`src/rtl/uart_program_loader.sv`:
```
// uart_program_loader: 8N1 UART receiver that streams bytes into instruction memory while Load is high.
// Flags framing errors, reports a byte count, and asserts Done once MEM_DEPTH words are written.
module uart_program_loader #(
    parameter int CLKS_PER_BIT = 868,
    parameter int ADDR_W       = 5,
    parameter int DATA_W       = 8,
    parameter int MEM_DEPTH    = 32
) (
    input  logic              Clk,
    input  logic              Reset,
    input  logic              RX,
    input  logic              Load,
    output logic              Wr_en,
    output logic [ADDR_W-1:0] Wr_addr,
    output logic [DATA_W-1:0] Wr_data,
    output logic              FE,
    output logic              Busy,
    output logic              Done,
    output logic [ADDR_W:0]   Byte_count
);
    localparam int TW = $clog2(CLKS_PER_BIT);
    localparam int IW = $clog2(DATA_W);
    localparam logic [TW-1:0] HALF = TW'(CLKS_PER_BIT / 2 - 1);
    localparam logic [TW-1:0] FULL = TW'(CLKS_PER_BIT - 1);
    localparam logic [IW-1:0] LAST = IW'(DATA_W - 1);
    localparam logic [ADDR_W:0] DEPTH = (ADDR_W + 1)'(MEM_DEPTH);

    typedef enum logic [1:0] {IDLE, START, DATA, STOP} state_t;

    state_t state_q, state_d;
    logic rx_s1_q, rx_s2_q;
    logic [TW-1:0] timer_q, timer_d;
    logic [IW-1:0] idx_q, idx_d;
    logic [DATA_W-1:0] shift_q, shift_d;
    logic load_q;
    logic wr_en_q, wr_en_d;
    logic [ADDR_W-1:0] wr_addr_q, wr_addr_d;
    logic [DATA_W-1:0] wr_data_q, wr_data_d;
    logic fe_q, fe_d;
    logic done_q, done_d;
    logic [ADDR_W:0] count_q, count_d, count_base;
    logic stop_ok, stop_bad, rise, wr;

    always_comb begin
        state_d  = state_q;
        timer_d  = timer_q + 1'b1;
        idx_d    = idx_q;
        shift_d  = shift_q;
        stop_ok  = 1'b0;
        stop_bad = 1'b0;
        case (state_q)
            IDLE: begin
                timer_d = '0;
                state_d = rx_s2_q ? IDLE : START;
            end
            START: if (timer_q == HALF) begin
                timer_d = '0;
                idx_d   = '0;
                state_d = rx_s2_q ? IDLE : DATA;
            end
            DATA: if (timer_q == FULL) begin
                timer_d = '0;
                shift_d = {rx_s2_q, shift_q[DATA_W-1:1]};
                idx_d   = idx_q + 1'b1;
                state_d = (idx_q == LAST) ? STOP : DATA;
            end
            STOP: if (timer_q == FULL) begin
                stop_ok  = rx_s2_q;
                stop_bad = !rx_s2_q;
                state_d  = IDLE;
            end
            default: state_d = IDLE;
        endcase
    end

    // Load rising edge clears the session first, so a coinciding byte lands at address 0.
    always_comb begin
        rise       = Load && !load_q;
        wr         = stop_ok && Load && (rise || !done_q);
        count_base = rise ? '0 : count_q;
        count_d    = wr ? count_base + 1'b1 : count_base;
        done_d     = (done_q && !rise) || (wr && count_d == DEPTH);
        fe_d       = (fe_q && !rise) || stop_bad;
        wr_en_d    = wr;
        wr_addr_d  = wr ? count_base[ADDR_W-1:0] : wr_addr_q;
        wr_data_d  = wr ? shift_q : wr_data_q;
    end

    always_ff @(posedge Clk or negedge Reset) begin
        if (!Reset) begin
            rx_s1_q   <= 1'b1;
            rx_s2_q   <= 1'b1;
            state_q   <= IDLE;
            timer_q   <= '0;
            idx_q     <= '0;
            shift_q   <= '0;
            load_q    <= 1'b0;
            wr_en_q   <= 1'b0;
            wr_addr_q <= '0;
            wr_data_q <= '0;
            fe_q      <= 1'b0;
            done_q    <= 1'b0;
            count_q   <= '0;
        end else begin
            rx_s1_q   <= RX;
            rx_s2_q   <= rx_s1_q;
            state_q   <= state_d;
            timer_q   <= timer_d;
            idx_q     <= idx_d;
            shift_q   <= shift_d;
            load_q    <= Load;
            wr_en_q   <= wr_en_d;
            wr_addr_q <= wr_addr_d;
            wr_data_q <= wr_data_d;
            fe_q      <= fe_d;
            done_q    <= done_d;
            count_q   <= count_d;
        end
    end

    assign Wr_en      = wr_en_q;
    assign Wr_addr    = wr_addr_q;
    assign Wr_data    = wr_data_q;
    assign FE         = fe_q;
    assign Busy       = state_q != IDLE;
    assign Done       = done_q;
    assign Byte_count = count_q;
endmodule

```
`config.mk`:
```
export PLATFORM = sky130hd
export DESIGN_NAME = uart_program_loader
export DESIGN_NICKNAME = d
export VERILOG_FILES = /design/src/rtl/uart_program_loader.sv
export SDC_FILE = /design/constraint.sdc
export NUM_CORES = 1
export LEC_CHECK = 0
export ABC_AREA = 0
export CAP_MARGIN = 0
export CORE_MARGIN = 10
export CORE_UTILIZATION = 55
export DETAILED_ROUTE_END_ITERATION = 6
export GPL_TIMING_DRIVEN = 0
export PLACE_DENSITY_LB_ADDON = 0.15
export SLEW_MARGIN = 10
export SYNTH_ARGS = -nofsm -noshare
export SYNTH_HDL_FRONTEND = slang
export SYNTH_SLANG_ARGS = --single-unit
```
`constraint.sdc`:
```
create_clock -name Clk -period 4.9 [get_ports Clk]
set_input_delay 1.47 -clock Clk [delete_from_list [all_inputs] [get_ports Clk]]
set_output_delay 1.47 -clock Clk [all_outputs]
set_load 0.005 [all_outputs]
```
# Word level (Yosys, flattened, before mapping)
# Index checks and enable logic that the tools add are counted.
op_classes:
  add_sub_neg: 3
  eq_ne: 10
  muxes: 19
  reduce_logical: 19
ops:
  columns: ["cell", "count"]
  rows:
  - ["10-bit one-hot mux with 3 select lines", 1]
  - ["10-bit two-way mux", 2]
  - ["6-bit two-way mux", 2]
  - ["10-bit by 1-bit adder with 10-bit output, second input constant", 1]
  - ["10-bit == test, second input constant", 1]
  - ["10-bit by 9-bit == test with 1-bit output, second input constant", 1]
  - ["2-bit two-way mux", 4]
  - ["2-bit one-hot mux with 4 select lines", 1]
  - ["6-bit by 1-bit adder with 6-bit output, second input constant", 1]
  - ["6-bit == test, second input constant", 1]
  - ["1-bit logical AND", 6]
  - ["1-bit two-way mux", 6]
  - ["3-bit two-way mux", 2]
  - ["2-bit inequality test, second input constant", 3]
  - ["3-bit one-hot mux with 2 select lines", 1]
  - ["3-bit AND reduction", 2]
  - ["2-bit == test, second input constant", 2]
  - ["1-bit zero test", 4]
  - ["2-bit nonzero test", 2]
  - ["3-bit by 1-bit adder with 3-bit output, second input constant", 1]
  - ["3-bit == test, second input constant", 1]
  - ["1-bit logical OR", 3]
  - ["2-bit by 1-bit == test with 1-bit output, second input constant", 1]
  - ["2-bit zero test", 1]
  - ["2-bit AND reduction", 1]
word_totals:
  ff_bits: 48
  output_inout_bits: 23
  word_cells: 64

# Logic depth before layout (Yosys ltp)
# Gate-level depths: netlist of run 1.
logic_depth:
  ltp_word: 9
  ltp_mapped: 8
  ltp_nobuf: 7

# Worst setup path after synthesis of run 1
# No wires, ideal clock.
synth_timing:
  path_kind: "in2reg"
  startpoint: "in Load"
  endpoint: "reg done_q, in the netlist Done"
  setup_ps: 68
  t_arrival_ps: 3019
  t_required_ps: 4832
  setup_slack_ps: 1814
  stages: 8
  cell_sequence: "nand2b_1 > clkbuf_1 > and2_1 > ha_1 > nand3_1 > o31a_1 > nor4_1 > a32o_1"
synth_between:
  elab_chain_len: 7
  word_cells_on_any_way: 12
  classes_between: "add/sub: 1; eq/ne: 1; mux: 2; reduce/logical: 8"
synth_lines:
  columns: ["item", "line", "source"]
  rows:
  - ["start, declared", "12", "input logic Load,"]
  - ["1-bit logical AND *", "78", "rise = Load && !load_q;"]
  - ["6-bit two-way mux *", "80", "count_base = rise ? '0 : count_q;"]
  - ["net count_base[1]", "41", "logic [ADDR_W:0] count_q, count_d, count_base;"]
  - ["6-bit by 1-bit adder with 6-bit output", "81", "count_d = wr ? count_base + 1'b1 : count_base;"]
  - ["6-bit two-way mux *", "81", null]
  - ["6-bit == test *", "82", "done_d = (done_q && !rise) || (wr && count_d == DEPTH);"]
  - ["1-bit logical AND *", "82", null]
  - ["1-bit logical OR *", "82", null]
  - ["net done_d", "40", "logic done_q, done_d;"]
  - ["end signal, assigned", "116", "done_q <= done_d;"]
  - ["end, declared", "40", null]
# The timed path passes the listed nets; every way through them passes the cells marked *.
# A chain may end at the register's enable or synchronous reset.

# Worst setup path in the final report of run 1
# Same ends and word-level chain as after synthesis.

==> results by group, run 1 <==
Outcome
  – Run status: finished, final reports clean

Clock tree
  – TritonCTS clock tree: built
  – Number of buffers created by CTS: 5
  – # resized after CTS: 0
  – H-Tree Depth: 2
  – Register clock-pin slew on the reported worst setup and hold paths: approximately 90 ps
  – Clk_lat worst skew: roughly 300 ps
  – Cts-stage hold buffer count: 0
  – Post-CTS Setup Bufs: 0
  – CTS root buf: clkbuf_8
  – CTS Sinks: 48
  – Clock Tree Buf Depth: 2

Floorplan
  – Die Height: ~84 microns
  – Placeable core area: ~0.0039 sq mm
  – Die X: around 84 microns
  – Top-Level Pins: 27
  – Row count: 23
  – Starting Density: between 50% and 60%
  – Die Footprint: about 0.007 sq mm

Global route
  – Initial antenna violation count: 0
  – Gr usage total: 13.1%
  – GRT Residual Overflow: 0
  – Vias in the first global route: between 1500 and 2000
  – First-pass GRT wire length: about 7.7 mm
  – Largest net degree at the start of global routing: 31

Power
  – Sw Pwr: 0.000140 W
  – Tot Pwr: ~0.00065 W
  – Sequential share of power: slightly above 60%
  – Clock power frac: between 30% and 40%
  – Internal: just over 0.0005 W
  – Peak VDD IR: 0.195 mV
  – Switch share: 21.3%
  – Static Leakage: approximately 1.2 nW
  – Logic gate share of total power: 2.1%
  – Pwr dens: 247 mW/mm^2

Setup path
  – Crit path DAT: 3820 ps
  – Worst EP required: between 5000 and 6000 ps
  – Setup Crit Path Kind: in -> reg
  – Worst Setup End Kind: flop
  – Worst-path maximum fanout: 10
  – Startpoint Class: input port

Timing
  – Clock skew: about 9 ps
  – Max Clock Freq: around 0.28 GHz
  – Final setup vio count: 0
  – Final period util: around 73%
  – RSZ-0062 raised after global routing: false
  – Final Hold Fails: 0
  – Max_slew headroom: between 70 and 80%
  – Total negative slack: 0 ps
  – Hold Worst Slack: roughly 360 ps
  – Tmin final: between 3000 and 4000 ps
  – Slew Limit Fails: 0
  – Worst slew pin tran: between 400 and 500 ps

Worst hold path
  – Worst min-delay path class: reg -> reg

Drt
  – Wire per inst: approximately 16 microns
  – Drt first-iter violations: 107
  – Drt via density: between 5 and 6
  – DR pass1 iterations: 4
  – ANT nets after route: 0
  – Detailed-route DRC error count: 0
  – Final WL: 4.33 mm
  – Vias: about 1500

Cells and area
  – Area delta synth->final: 19.4%
  – N_diodes: 0
  – Reg area: between 0.001 and 0.0015 sq mm
  – Final net count: around 230
  – Share of layout cells above drive strength 1: roughly a fifth
  – Area occupied by multi-input gates: ~950 sq um
  – FILL cells: between 200 and 300

Logic synthesis
  – Post-Synthesis Cells: 190
  – Sequential-to-total area share from yosys stat: ~54%
  – Post-synth EDFFs: 0
  – Yosys warns: 0
  – Synth top area share: between 50 and 60%
  – #FFs+latches synth: 48
  – Synth Area in Adders: between 2 and 3%
  – Main synth FF type: dfrtp_1
  – Multiplexer share of the synthesized area: 11.4%
  – Mean Syn Cell Area: 11.7 sq um
  – Ys async rst share: 100%
  – Syn nets: just under 200
  – Synth area leaders: dfrtp_1 52%, mux2_2 9.6%, ha_1 2.8%, nand3_1 2.5%, dfstp_2 2.4%
  – Library cells used by synthesis: 39
  – Synth Cell Area: ~0.0022 sq mm
  – Synth Area in Simple Gates: ~17%
  – XOR/XNOR Fraction of Synth Area: approximately 4.7%
  – Compound-cell area share of the yosys netlist: about 7.3%
  – Main combinational cell family by area after synthesis: simple AND/OR/NAND/NOR gates
  – Dominant cell type by area after synthesis: dfrtp_1

Placed design
  – # port buffers: 26
  – Final HPWL DP: 3.25 mm
  – Final GP Congestion: just over 0.8

Job
  – Max_cap viols: 0
## flip-flops by register name (all words and copies together), names as in the netlist, named ones only
name        count
shift_q         8
FE              1
rx_s2_q         1
timer_q        10
Byte_count      6
Wr_addr         5
rx_s1_q         1
Wr_data         8
Done            1
idx_q           3
state_q         1
load_q          1
Wr_en           1
## critical path, cell delays in order
cell and delay [ps]:
clkdlybuf4s50_1 470, nand2b_1 120, clkbuf_1 330, and2_1 230, ha_1 210, nand3_1 190
o31a_1 340, nor4_1 270, a32o_1 200
## metrics by stage
stage          instance area, sq um  setup slack, ps  cells  utilization [%]
2_1_floorplan                  2220             1810    190                -
3_3_place_gp                   2540             1060    266             64.5
3_5_place_dp                   2560             1030    267             64.8
4_1_cts                        2650             1330    275             67.2
5_1_grt                        2650             1170    275             67.2
6_report                       2650             1320    275             67.2
## cell families (layout without fill, tap and decap cells)
| kind of cell | count (synthesis) | count (layout) |
|---|---|---|
| compound gates | 24 | 24 |
| xor+xnor | 12 | 12 |
| fa+ha+maj | 5 | 5 |
| buf+inv | 13 | 48 |
| flops | 48 | 48 |
| mux | 23 | 23 |
| simple gates | 65 | 65 |
## cell usage after synthesis, types with 4 or more instances
master and number:
dfrtp_1 46, mux2_2 19, nor2_1 13, nand3_1 11, nand2_1 10, o21ai_0 7, o31ai_1 7, inv_1 6
xnor2_1 6, xor2_1 6, ha_1 5, and2_1 4, mux2i_1 4
## area by class of cell
| class | count | share of cell area [%] |
|---|---|---|
| sequential | 48 | 45.4 |
| multi-input combinational | 129 | 36.0 |
| timing repair buffer | 27 | 10.4 |
| clock buffer | 6 | 3.12 |
| tap | 50 | 2.36 |
| buffer | 7 | 1.46 |
| inverter | 6 | 0.850 |
| clock inverter | 2 | 0.378 |
## layout by cell type (no fill, tap or decap), types with 7 or more instances in the layout
cell             count
nor2_1              13
mux2_2              19
nand2_1             10
dfrtp_1             46
o21ai_0              7
nand3_1             11
clkdlybuf4s50_1     25
o31ai_1              7
## power by group through the flow
stage / clock network, W / logic [W] / registers [W]
floorplan: 0 / 0.00000178 / 0.000406
global placement: 0 / 0.0000122 / 0.000406
detailed placement: 0 / 0.0000144 / 0.000406
CTS: 0.000245 / 0.0000144 / 0.000399
global route: 0.000265 / 0.0000156 / 0.000399
finish: 0.000242 / 0.0000136 / 0.000399
## path summary, 6_finish.rpt
check                        start  endpoint  slack (ps)  depth (start not counted)
hold / removal             rx_s1_q   rx_s2_q         360                          0
setup / recovery              Load      Done        1320                          9
max in group asynchronous    Reset   rx_s2_q        3230                          2
hold reg to reg            rx_s1_q   rx_s2_q         360                          0
min in group asynchronous    Reset  idx_q[1]        1100                          1
setup reg to reg            load_q      Done        2620                          8
## routing by layer
layer / track usage, % / share of wire (%) / vias to the layer above
met5: 0 / 0 / -
met4: 4.57 / 0.95 / 0
met3: 3.32 / 4.1 / 3
met2: 23.7 / 53 / 26
met1: 14.3 / 42 / 765
li1: - / - / 741
No activity file was read; power rests on OpenSTA's default activity.
==> run 2, diff against run 1 <==
CORE_UTILIZATION = 49   (was 55)
clock period = 2.9 ns   (was 4.9 ns; I/O delays follow)
==> run 2 against run 1 <==
Against the previous run: count of clock-buffer cells in the layout down 1; hold slack worse by 0.73 ps; utilization decreased by 5.7 points; global-route usage decreased by 1.1 points; cell count increased by 0.73%; critical path depth stayed put; design area rose by 1.7%; sequential cell count did not move; routed wire length rose by 3.1%; largest power group unchanged; sequential share of layout area decreased by 0.78 points.
==> results by group, run 2 (same netlist as run 1, synthesis figures left out) <==
Outcome
  – Run status: finished, final reports clean (unchanged)

Timing
  – Final Hold Fails: 0 (unchanged)
  – Clock skew: 3.22 ps (was 8.74 ps)
  – Tmin final: roughly 2700 ps
  – Final setup vio count: 0 (unchanged)
  – Final worst slack: 180 ps (was 1320 ps)
  – RSZ-0062 raised after global routing: false (unchanged)
  – Max_slew headroom: 70.5% (was 71.0%)
  – Total negative slack: 0 ps (unchanged)
  – Slew Limit Fails: 0 (unchanged)
  – Final period util: between 90% and 100%
  – Worst slew pin tran: 442 ps (was 434 ps)
  – Max Clock Freq: between 0.3 and 0.4 GHz

Global route
  – Gr busiest metal: met2 (unchanged)
  – Vias in the first global route: 1566 (was 1677)
  – First-pass GRT wire length: 7.38 mm (was 7.74 mm)
  – Largest net degree at the start of global routing: 35 (was 31)
  – Met3 track demand over resource: 4.59% (was 3.32%)
  – Global Route met2 Usage: 19.3% (was 23.7%)
  – GRT Residual Overflow: 0 (unchanged)
  – Initial antenna violation count: 0 (unchanged)
  – Gr usage total: 12.0% (was 13.1%)
  – Met1 GRT Util: 14.2% (was 14.3%)

Floorplan
  – Starting Density: 50.6% (was 56.3%)
  – Row count: 24 (was 23)
  – Placeable core area: 0.00438 sq mm (was 0.00394 sq mm)
  – Top-Level Pins: 27 (unchanged)
  – Die Footprint: 0.00762 sq mm (was 0.00697 sq mm)
  – Die X: 87.3 microns (was 83.5 microns)
  – Die Height: 87.3 microns (was 83.5 microns)

Drt
  – Wire per inst: 16.1 microns (was 15.7 microns)
  – ANT nets after route: 0 (unchanged)
  – Drt first-iter violations: 102 (was 107)
  – Drt via density: 5.52 (was 5.58)
  – Vias: 1530 (was 1535)
  – DR pass1 iterations: 4 (unchanged)
  – Final WL: 4.46 mm (was 4.33 mm)
  – Detailed-route DRC error count: 0 (unchanged)

Cells and area
  – Most frequent cells in the layout: 46 x dfrtp_1, 25 x clkdlybuf4s50_1, 19 x mux2_2 (unchanged)
  – Most flop-heavy register: timer_q (unchanged)
  – Commonest non-fill, non-tap cell in the layout: dfrtp_1 (unchanged)
  – Final Util: 61.5% (was 67.2%)
  – Final net count: 233 (unchanged)
  – Share of layout cells above drive strength 1: 20.4% (was 18.7%)
  – N_diodes: 0 (unchanged)
  – Area delta synth->final: 21.5% (was 19.4%)
  – Max reg flops: 10 (unchanged)

Clock tree
  – Clock Tree Buf Depth: 2 (unchanged)
  – Register clock-pin slew on the reported worst setup and hold paths: 90 ps (about the same)
  – Cts-stage hold buffer count: 0 (unchanged)
  – Clk_lat worst skew: 310 ps (was 300 ps)
  – Post-CTS Setup Bufs: 0 (unchanged)
  – CTS root buf: clkbuf_8 (unchanged)
  – H-Tree Depth: 2 (unchanged)
  – CTS Sinks: 48 (unchanged)
  – TritonCTS clock tree: built (unchanged)
  – Number of buffers created by CTS: 5 (unchanged)

Power
  – Static Leakage: 1.20 nW (was 1.19 nW)
  – Peak VDD IR: 0.324 mV (was 0.195 mV)
  – Pwr dens: 450 mW/mm^2 (was 247 mW/mm^2)

Setup path
  – Crit path DAT: 2970 ps (was 3820 ps)
  – Worst EP required: 3150 ps (was 5150 ps)
  – Worst-path maximum fanout: 10 (unchanged)
  – Worst Setup End Kind: flop (unchanged)
  – Startpoint Class: input port (unchanged)
  – Setup Crit Path Kind: in -> reg (unchanged)

Placed design
  – Final HPWL DP: 3.17 mm (was 3.25 mm)
  – Dpl ws: -452 ps (was 1030 ps)
  – Final GP Congestion: 0.823 (was 0.825)
  – # port buffers: 26 (unchanged)

Worst hold path
  – Worst min-delay path class: reg -> reg (unchanged)

Job
  – Max_cap viols: 0 (unchanged)
## run 2: power breakdown
group | internal (W) | switching (W) | leakage, nW
Combinational | 0.00000741 | 0.0000165 | 0.489
Clock | 0.000266 | 0.000249 | 0.0607
Sequential | 0.000672 | 0.00000150 | 0.647
Total | 0.000945 | 0.000267 | 1.20
## run 2: layout make-up
cell class,instances,area [sq um]
Clock inverter,3,50.0
Sequential cell,48,1200
Fill cell,383,1690
Inverter,6,22.5
Tap cell,52,65.1
Multi-Input combinational cell,129,967
Buffer,7,42.5
Timing Repair Buffer,27,275
Clock buffer,5,68.8
## run 2: critical path, stage by stage
cell             delay [ps]
clkdlybuf4s50_1         470
nand2b_1                110
clkbuf_4                200
and2_1                  180
ha_2                    220
nand3_2                 130
o31a_1                  330
nor4_2                  260
a32o_1                  200
## run 2: what timing repair did
action / in CTS / in global routing
gates cloned: 0 / 0
resized for setup: 1 / 5
setup endpoints to repair: 1 / 1
## run 2: worst paths after layout
path | slack [ps] | cells after the start | end | start
setup / recovery | 180 | 9 | Done | Load
hold / removal | 360 | 0 | rx_s2_q | rx_s1_q
setup reg to reg | 790 | 7 | Wr_data[6] | timer_q[0]
hold reg to reg | 360 | 0 | rx_s2_q | rx_s1_q
max in group asynchronous | 1890 | 2 | rx_s2_q | Reset
min in group asynchronous | 460 | 1 | FE | Reset
## run 2: stage by stage
step	instance area, sq um	total power [W]	hold slack (ps)	std cells
2_1_floorplan	2220	0.000689	345	190
3_3_place_gp	2540	0.000708	346	268
3_5_place_dp	2560	0.000711	348	269
4_1_cts	2680	0.00122	363	277
5_1_grt	2700	0.00125	367	277
6_report	2700	0.00121	361	277
## run 2: layer usage
metal | wire length [microns] | part of all wire (%)
met4 | 63 | 1.4
met2 | 2120 | 47
met1 | 1990 | 45
met5 | 0 | 0
met3 | 295 | 6.6
==> run 3, diff against run 2 <==
CORE_UTILIZATION = 55   (was 49)
DONT_BUFFER_PORTS = 1   (was not set)
TNS_END_PERCENT = 30   (was not set)
==> run 3 against run 2 <==
Against the previous run: register-to-register slack worse by 210 ps; critical path depth decreased by 1; utilization is 0.79 points lower; critical path type unchanged.
==> results by group, run 3 (same netlist as run 1, synthesis figures left out) <==
Cells and area
  – Most flop-heavy register: timer_q (unchanged)
  – Max reg flops: 10 (unchanged)
  – Most frequent cells in the layout: 46 x dfrtp_1, 19 x mux2_2, 13 x nor2_1 (was 46 x dfrtp_1, 25 x clkdlybuf4s50_1, 19 x mux2_2)
  – Final net count: 206 (was 233)
  – Share of layout cells above drive strength 1: 20.2% (was 20.4%)
  – Layout Cells excl Fill: 248 (was 277)
  – Final Util: 60.7% (was 61.5%)
  – Commonest non-fill, non-tap cell in the layout: dfrtp_1 (unchanged)
  – Reg area: 0.00120 sq mm (unchanged)
  – FILL cells: 321 (was 383)
  – Area delta synth->final: 7.84% (was 21.5%)
  – Area occupied by multi-input gates: 953 sq um (was 967 sq um)
  – N_diodes: 0 (unchanged)

Global route
  – Largest net degree at the start of global routing: 49 (was 35)
  – GRT Residual Overflow: 0 (unchanged)
  – First-pass GRT wire length: 6.97 mm (was 7.38 mm)
  – Initial antenna violation count: 0 (unchanged)
  – Vias in the first global route: 1421 (was 1566)
  – Gr usage total: 11.9% (was 12.0%)

Drt
  – Final WL: 4.01 mm (was 4.46 mm)
  – Drt first-iter violations: 110 (was 102)
  – Detailed-route DRC error count: 0 (unchanged)
  – DR pass1 iterations: 4 (unchanged)
  – Vias: 1428 (was 1530)
  – ANT nets after route: 0 (unchanged)
  – Wire per inst: 16.2 microns (was 16.1 microns)
  – Drt via density: 5.76 (was 5.52)

Floorplan
  – Top-Level Pins: 27 (unchanged)
  – Starting Density: 56.3% (was 50.6%)
  – Die X: 83.5 microns (was 87.3 microns)
  – Die Height: 83.5 microns (was 87.3 microns)
  – Row count: 23 (was 24)
  – Placeable core area: 0.00394 sq mm (was 0.00438 sq mm)
  – Die Footprint: 0.00697 sq mm (was 0.00762 sq mm)

Clock tree
  – Number of buffers created by CTS: 5 (unchanged)
  – H-Tree Depth: 2 (unchanged)
  – CTS root buf: clkbuf_8 (unchanged)
  – Post-CTS Setup Bufs: 0 (unchanged)
  – Clock Tree Buf Depth: 2 (unchanged)
  – Register clock-pin slew on the reported worst setup and hold paths: 90 ps (about the same)
  – TritonCTS clock tree: built (unchanged)
  – Cts-stage hold buffer count: 0 (unchanged)
  – Clk_lat worst skew: 310 ps (about the same)
  – # resized after CTS: 0 (was 1)
  – CTS Sinks: 48 (unchanged)

Power
  – Sw Pwr: 0.000225 W (was 0.000267 W)
  – Internal: 0.000928 W (was 0.000945 W)
  – Static Leakage: 1.09 nW (was 1.20 nW)
  – Peak VDD IR: 0.339 mV (was 0.324 mV)
  – Tot Pwr: 0.00115 W (was 0.00121 W)
  – Sequential share of power: 58.4% (was 55.6%)
  – Clock power frac: 41.3% (was 42.5%)
  – Pwr dens: 482 mW/mm^2 (was 450 mW/mm^2)
  – Logic gate share of total power: 0.3% (was 2.0%)
  – Switch share: 19.5% (was 22.0%)

Setup path
  – Beginning of the worst register-to-register path: load_q (was timer_q[0])
  – Setup Crit Path Kind: in -> reg (unchanged)
  – Worst r2r path cells: 8 (was 7)
  – Worst Setup End Kind: flop (unchanged)
  – Reg-to-Reg End: Done (was Wr_data[6])
  – CP max stage delay: 340 ps (was 470 ps)
  – Startpoint Class: input port (unchanged)
  – CP max-delay cell: clkbuf_1 (was clkdlybuf4s50_1)
  – Worst EP required: 3150 ps (about the same)
  – Crit path DAT: 2750 ps (was 2970 ps)
  – Flop2flop setup slack: 580 ps (was 790 ps)
  – Worst-path maximum fanout: 10 (unchanged)
  – CP Cell Sequence: nand2b_1, clkbuf_1, and2_1, ha_1, nand3_1, o31a_1, nor4_1, a32o_1 (was clkdlybuf4s50_1, nand2b_1, clkbuf_4, and2_1, ha_2, nand3_2, o31a_1, nor4_2, a32o_1)

Timing
  – Total negative slack: 0 ps (unchanged)
  – Slew Limit Fails: 0 (unchanged)
  – Worst slew pin tran: 409 ps (was 442 ps)
  – Final setup vio count: 0 (unchanged)
  – Max Clock Freq: 0.400 GHz (was 0.368 GHz)
  – RSZ-0062 raised after global routing: false (unchanged)
  – Tmin final: 2500 ps (was 2720 ps)
  – Max_slew headroom: 72.7% (was 70.5%)
  – Clock skew: 11.0 ps (was 3.22 ps)
  – Final period util: 86.2% (was 93.8%)
  – Final Hold Fails: 0 (unchanged)

Worst hold path
  – Worst min-delay path class: in -> async (was reg -> reg)

Placed design
  – # port buffers: 0 (was 26)
  – Final GP Congestion: 0.821 (was 0.823)
  – Final HPWL DP: 2.90 mm (was 3.17 mm)
  – Placed Cells incl. Taps: 240 (was 269)

Job
  – Max_cap viols: 0 (unchanged)

Outcome
  – Run status: finished, final reports clean (unchanged)
[run 3: worst max-delay path by stage]
stage | endpoint | cells after the start | startpoint | slack [ps]
floorplan | Done | 8 | Load | 410
global placement | Done | 8 | Load | 180
detailed placement | Done | 8 | Load | 80
CTS | Done | 8 | Load | 410
global route | Done | 8 | Load | 210
finish | Done | 8 | Load | 400
[run 3: per-stage QoR]
step	area [sq um]	worst slack (ps)	hold slack (ps)
after floorplan	2220	414	345
after global placement	2280	178	347
after detailed placement	2280	83.4	348
after CTS	2390	408	241
after global routing	2390	209	225
final	2390	400	246
[run 3: layout make-up]
| cell class | instances | area share (%) |
|---|---|---|
| Buffer | 7 | 1.62 |
| Clock inverter | 3 | 1.78 |
| Inverter | 6 | 0.941 |
| Sequential cell | 48 | 50.3 |
| Multi-Input combinational cell | 129 | 39.9 |
| Clock buffer | 5 | 2.88 |
| Tap cell | 50 | 2.62 |
[run 3: power groups by stage]
stage	Sequential, W	Clock (W)	Combinational [W]
finish	0.000674	0.000476	0.00000393
global placement	0.000687	0	0.00000369
detailed placement	0.000687	0	0.00000391
floorplan	0.000686	0	0.00000300
CTS	0.000674	0.000487	0.00000389
global route	0.000674	0.000520	0.00000447
[run 3: critical path: cells and delay by family]
kind / cells / cell delay (ps)
AO/OA/AOI/OAI: 2 / 550
adder cells (fa/ha/maj): 1 / 210
AND/OR/NAND/NOR: 4 / 780
buffers and inverters: 1 / 340
[run 3: metal layers]
metal,up-vias,track usage [%],wire [microns]
met2,28,19.9,1970
met5,-,0,0
met1,707,13.0,1720
li1,688,-,-
met3,5,4.59,263
met4,0,5.94,63
